<file path="src/rtl/led_mode_ctrl_if.sv">
// Pin-level bundle between the board button/LED and led_mode_ctrl.
// The board side (master) drives the raw button; the controller (slave) drives the LED and status.
interface led_mode_ctrl_if;
    logic       Tact1;
    logic       USER_LED1;
    logic [1:0] MODE;
    logic       LED_TICK;

    modport master (
        output Tact1,
        input  USER_LED1,
        input  MODE,
        input  LED_TICK
    );

    modport slave (
        input  Tact1,
        output USER_LED1,
        output MODE,
        output LED_TICK
    );
endinterface

</file>
<file path="src/rtl/led_mode_ctrl.sv">
// Push-button sequenced LED blinker: synchronize and debounce the button, step a
// 4-state mode on each press, and blink USER_LED1 from a reloadable down-counter.
module led_mode_ctrl #(
    parameter int   W_CNT   = 23,
    parameter int   W_DEB   = 18,
    parameter logic TACT_ON = 1'b0
) (
    input  logic           CLK_24MHz,
    input  logic           RST_N,
    led_mode_ctrl_if.slave bus
);

    typedef enum logic [1:0] {
        MODE_OFF  = 2'd0,
        MODE_SLOW = 2'd1,
        MODE_FAST = 2'd2,
        MODE_ON   = 2'd3
    } mode_e;

    localparam logic [W_CNT-1:0] CNT_ONES = '1;
    localparam logic [W_CNT-1:0] CNT_ONE  = W_CNT'(1);
    localparam logic [W_DEB-1:0] DEB_ONES = '1;
    localparam logic [W_DEB-1:0] DEB_ONE  = W_DEB'(1);

    logic [1:0]       r_sync;
    logic             w_sample;
    logic             r_btn_db;
    logic             r_btn_db_d;
    logic [W_DEB-1:0] r_deb;
    logic             w_press;
    mode_e            r_mode;
    mode_e            w_mode_nxt;
    logic [W_CNT-1:0] r_cnt;
    logic             r_led;
    logic             r_tick;
    logic             w_blinking;

    // Two-flop synchronizer; reset to the released level so no phantom press.
    always_ff @(posedge CLK_24MHz or negedge RST_N) begin
        if (!RST_N) begin
            r_sync <= {2{~TACT_ON}};
        end else begin
            r_sync <= {r_sync[0], bus.Tact1};
        end
    end

    assign w_sample = (r_sync[1] == TACT_ON);

    always_ff @(posedge CLK_24MHz or negedge RST_N) begin
        if (!RST_N) begin
            r_btn_db   <= 1'b0;
            r_btn_db_d <= 1'b0;
            r_deb      <= '0;
        end else begin
            r_btn_db_d <= r_btn_db;
            if (w_sample == r_btn_db) begin
                r_deb <= '0;
            end else if (r_deb == DEB_ONES) begin
                r_btn_db <= w_sample;
                r_deb    <= '0;
            end else begin
                r_deb <= r_deb + DEB_ONE;
            end
        end
    end

    // Rising edge of the debounced level only; releases are ignored.
    assign w_press = r_btn_db & ~r_btn_db_d;

    always_ff @(posedge CLK_24MHz or negedge RST_N) begin
        if (!RST_N) begin
            r_mode <= MODE_OFF;
        end else begin
            r_mode <= w_mode_nxt;
        end
    end

    always_comb begin
        w_mode_nxt = r_mode;
        if (w_press) begin
            unique case (r_mode)
                MODE_OFF:  w_mode_nxt = MODE_SLOW;
                MODE_SLOW: w_mode_nxt = MODE_FAST;
                MODE_FAST: w_mode_nxt = MODE_ON;
                MODE_ON:   w_mode_nxt = MODE_OFF;
            endcase
        end
    end

    function automatic logic [W_CNT-1:0] reload(input mode_e m);
        if (m == MODE_FAST) return CNT_ONES >> 2;
        return CNT_ONES;
    endfunction

    assign w_blinking = (r_mode == MODE_SLOW) || (r_mode == MODE_FAST);

    // A press on the same edge as an expiry takes priority: fresh period, no tick.
    always_ff @(posedge CLK_24MHz or negedge RST_N) begin
        if (!RST_N) begin
            r_cnt  <= CNT_ONES;
            r_led  <= 1'b0;
            r_tick <= 1'b0;
        end else if (w_press) begin
            r_cnt  <= reload(w_mode_nxt);
            r_led  <= (w_mode_nxt != MODE_OFF);
            r_tick <= 1'b0;
        end else if (w_blinking) begin
            if (r_cnt == '0) begin
                r_cnt  <= reload(r_mode);
                r_led  <= ~r_led;
                r_tick <= 1'b1;
            end else begin
                r_cnt  <= r_cnt - CNT_ONE;
                r_tick <= 1'b0;
            end
        end else begin
            r_cnt  <= CNT_ONES;
            r_tick <= 1'b0;
        end
    end

    assign bus.USER_LED1 = r_led;
    assign bus.MODE      = r_mode;
    assign bus.LED_TICK  = r_tick;

endmodule

</file>
<file path="src/flat_wrapper.sv">
// flat-port wrapper written by rule: the top's interface ports become plain ports
module led_mode_ctrl_flat 
#(
    parameter int   W_CNT   = 23,
    parameter int   W_DEB   = 18,
    parameter logic TACT_ON = 1'b0
)
  (CLK_24MHz, RST_N, bus_Tact1, bus_USER_LED1, bus_MODE, bus_LED_TICK);
  led_mode_ctrl_if bus_i ();
  input  logic CLK_24MHz;
  input  logic RST_N;
  input wire logic [$bits(bus_i.Tact1)-1:0] bus_Tact1;
  output wire logic [$bits(bus_i.USER_LED1)-1:0] bus_USER_LED1;
  output wire logic [$bits(bus_i.MODE)-1:0] bus_MODE;
  output wire logic [$bits(bus_i.LED_TICK)-1:0] bus_LED_TICK;
  assign bus_i.Tact1 = bus_Tact1;
  assign bus_USER_LED1 = bus_i.USER_LED1;
  assign bus_MODE = bus_i.MODE;
  assign bus_LED_TICK = bus_i.LED_TICK;
  led_mode_ctrl #(.W_CNT(W_CNT), .W_DEB(W_DEB), .TACT_ON(TACT_ON)) u_core (.CLK_24MHz(CLK_24MHz), .RST_N(RST_N), .bus(bus_i));
endmodule
</file>
<file path="config.mk">
export PLATFORM = sky130hd
export DESIGN_NAME = led_mode_ctrl_flat
export DESIGN_NICKNAME = d
export VERILOG_FILES = /design/src/rtl/led_mode_ctrl_if.sv /design/src/rtl/led_mode_ctrl.sv /design/src/flat_wrapper.sv
export SDC_FILE = /design/constraint.sdc
export NUM_CORES = 1
export LEC_CHECK = 0
export ABC_AREA = 0
export ABC_CLOCK_PERIOD_IN_PS = 2800
export CAP_MARGIN = 20
export CORE_MARGIN = 10
export CORE_UTILIZATION = 35
export DETAILED_ROUTE_END_ITERATION = 16
export SLEW_MARGIN = 20
export SYNTH_ARGS = -nofsm -noshare
export SYNTH_HDL_FRONTEND = slang
export SYNTH_SLANG_ARGS = --single-unit
</file>
<file path="constraint.sdc">
create_clock -name CLK_24MHz -period 2.8 [get_ports CLK_24MHz]
set_clock_uncertainty 0.05 [all_clocks]
set_input_delay 0.56 -clock CLK_24MHz [delete_from_list [all_inputs] [get_ports CLK_24MHz]]
set_output_delay 0.56 -clock CLK_24MHz [all_outputs]
set_load 0.005 [all_outputs]
</file>
==> results.ini <==
[synthesis]
ys_seq_elements = 49
seq_area_frac_synth_pct = 52.6
synth_edf_count = 0
syn_nets = 245
avgSynthCellArea_um2 = 10.1
synthTopCellsByArea = dfstp_2, dfrtp_1, xnor2_1
syn-instance-count = 237
synth_cell_types = 36
synth_top_area_cell = dfstp_2
yosys_warnings = 0
synthFlopType = dfstp_2
syn_area_um2 = 2390
synth_top_area_share_pct = 27.5
async_flop_share_pct = 100

[critical_path]
arrival_ns = 2.60
endpoint_kind = flip-flop
path_max_fanout = 11
max_stage_delay_ns = 0.69
startpoint_type = flip-flop
crit_chain = or4_1 > nor4_1 > a21oi_1 > buf_4 > a32oi_1
path_class = flip-flop to flip-flop
cp_slowest_cell = or4_1
required_ns = 2.98

[floorplan]
die_area_um2 = 10500
io_pins = 7
initial_core_util_pct = 35.6
die_w_um = 103
fp.dieH_um = 103
std_cell_rows = 30
coreArea_um2 = 6720

[routing]
dr.pass1.iters = 4
drt-wirelength-per-cell_um = 13.3
route.detailed.drc = 0
drt-initial-drc-count = 54
via_per_inst = 5.17
ant_nets = 0
vias = 1712
drt_wl_total_um = 4410

[cts]
numClockSinks = 49
cts_buffers = 5
ctsResizeCount = 0
clk_pin_slew_ns = 0.09
post_cts_buffers = 0
cts_tree = done
clockBufferDepth = 2
root_buffer = clkbuf_8
clk_latency_ns = 0.31
h-tree-depth = 2
ctsHoldBuffers = 0

[finish]
final_cell_mix = dfstp_2, dfrtp_1, nand2_1, nor2_1, xnor2_1
area_growth_pct = 11.2
final_common_cell = dfstp_2
num-fill-cells = 664
antenna_cells = 0
nets = 258
drive_gt1_share_pct = 18.3

[placed_design]
pre_cts_slack_ns = 0.444
routabilityCongestion = 0.793
portBuffers = 6
dp_hpwl_um = 3000

[timing]
maxSlewViolCount = 0
tns_ns = 0
tightest_slew_ns = 0.621
finalCritPeriodShare_pct = 86.3
fin_crit_ns = 2.42
slew-limit-headroom_pct = 58.2
rsz0062_at_grt = no
setup_ws_ns = 0.384
hold_viol_final = 0
setup_viol = 0
max_freq_mhz = 414

[status]
status = finished clean

[global_routing]
grt_max_degree = 50
overflow = 0
grt_usage_pct = 8.86
grt_pass1_wl_um = 7510
grt_pass1_vias = 1608
antenna_found_initial = 0

[hold_path]
worstHoldPathType = input pin to asynchronous set/reset pin

[flow_run]
maxCapViolCount = 0

[power_and_ir_drop]
vdd_drop_max_v = 0.000304
powerDensity_nw_per_um2 = 441
p_leak_nw = 0.961

## per-layer routing
layer  part of all wire [%]  vias up  global-route usage (%)
met5                      0        -                       0
met4                    1.2        0                    2.93
met3                    3.6        7                    2.35
met2                     46       17                    14.2
met1                     50      820                    11.3
li1                       -      868                       -
## layout make-up
class / count / area [um2] / share of cell area, %
Clock buffer: 6 / 72.6 / 2.73
Clock inverter: 2 / 16.3 / 0.612
Sequential cell: 49 / 1260 / 47.3
Tap cell: 80 / 100 / 3.77
Multi-Input combinational cell: 171 / 1070 / 40.1
Timing Repair Buffer: 13 / 108 / 4.05
Inverter: 10 / 37.5 / 1.41
## worst max-delay path: cells and delay by family (launching register included)
kind	cells	cell delay, ns
buf+inv	1	0.22
compound gates	2	0.35
simple gates	2	1.31
flops	1	0.41
## logic make-up after synthesis
group / synth area share [%]
fa+ha+maj: 2.62
simple gates: 24.7
buf+inv: 2.78
xor+xnor: 8.80
flops: 52.6
compound gates: 8.06
mux: 0.471
## path summary, 6_finish.rpt
kind	to	slack [ns]	cells past startpoint	start
worst max-delay path	u_core.r_cnt[22]$_DFF_PN1_	0.38	5	u_core.r_cnt[5]$_DFF_PN1_
worst min-delay path	u_core.bus.LED_TICK$_DFF_PN0_	0.29	2	RST_N
worst max register to register	u_core.r_cnt[22]$_DFF_PN1_	0.38	5	u_core.r_cnt[5]$_DFF_PN1_
worst min register to register	u_core.r_sync[1]$_DFF_PN1_	0.31	0	u_core.r_sync[0]$_DFF_PN1_
max in group asynchronous	u_core.r_deb[17]$_DFF_PN0_	2.01	2	RST_N
min in group CLK_24MHz	u_core.r_sync[1]$_DFF_PN1_	0.31	0	u_core.r_sync[0]$_DFF_PN1_
## metrics by stage
step | cells | hold slack, ns | instance area [um2] | utilization [%] | total power, mW
6_report | 331 | 0.287 | 2660 | 39.6 | 1.17
3_3_place_gp | 323 | 0.297 | 2570 | 38.2 | 0.762
2_1_floorplan | 237 | 0.214 | 2390 | - | 0.741
5_1_grt | 331 | 0.316 | 2660 | 39.6 | 1.22
3_5_place_dp | 323 | 0.297 | 2570 | 38.2 | 0.763
4_1_cts | 331 | 0.311 | 2660 | 39.6 | 1.20
## report_power, final
part / switching, mW / internal (mW)
sequential: 0.00460 / 0.715
clock: 0.247 / 0.178
combinational: 0.0209 / 0.00757
total: 0.272 / 0.901
## flip-flops by register name, summed over array words and instances (netlist names)
name,count
u_core.r_btn_db_d,1
u_core.bus.USER_LED1,1
u_core.r_sync,2
u_core.bus.MODE,2
u_core.bus.LED_TICK,1
u_core.r_cnt,23
u_core.r_deb,18
u_core.r_btn_db,1
## Yosys cell counts, types with 6 or more instances
cell type / number
a21oi_1: 8
dfrtp_1: 24
dfstp_2: 25
inv_1: 10
nand2_1: 22
nand3_1: 14
nand4_1: 6
nor2_1: 22
nor3_1: 10
o21ai_0: 8
or3_1: 9
or4_1: 9
xnor2_1: 15
xor2_1: 9
No activity file was read; power rests on OpenSTA's default activity.
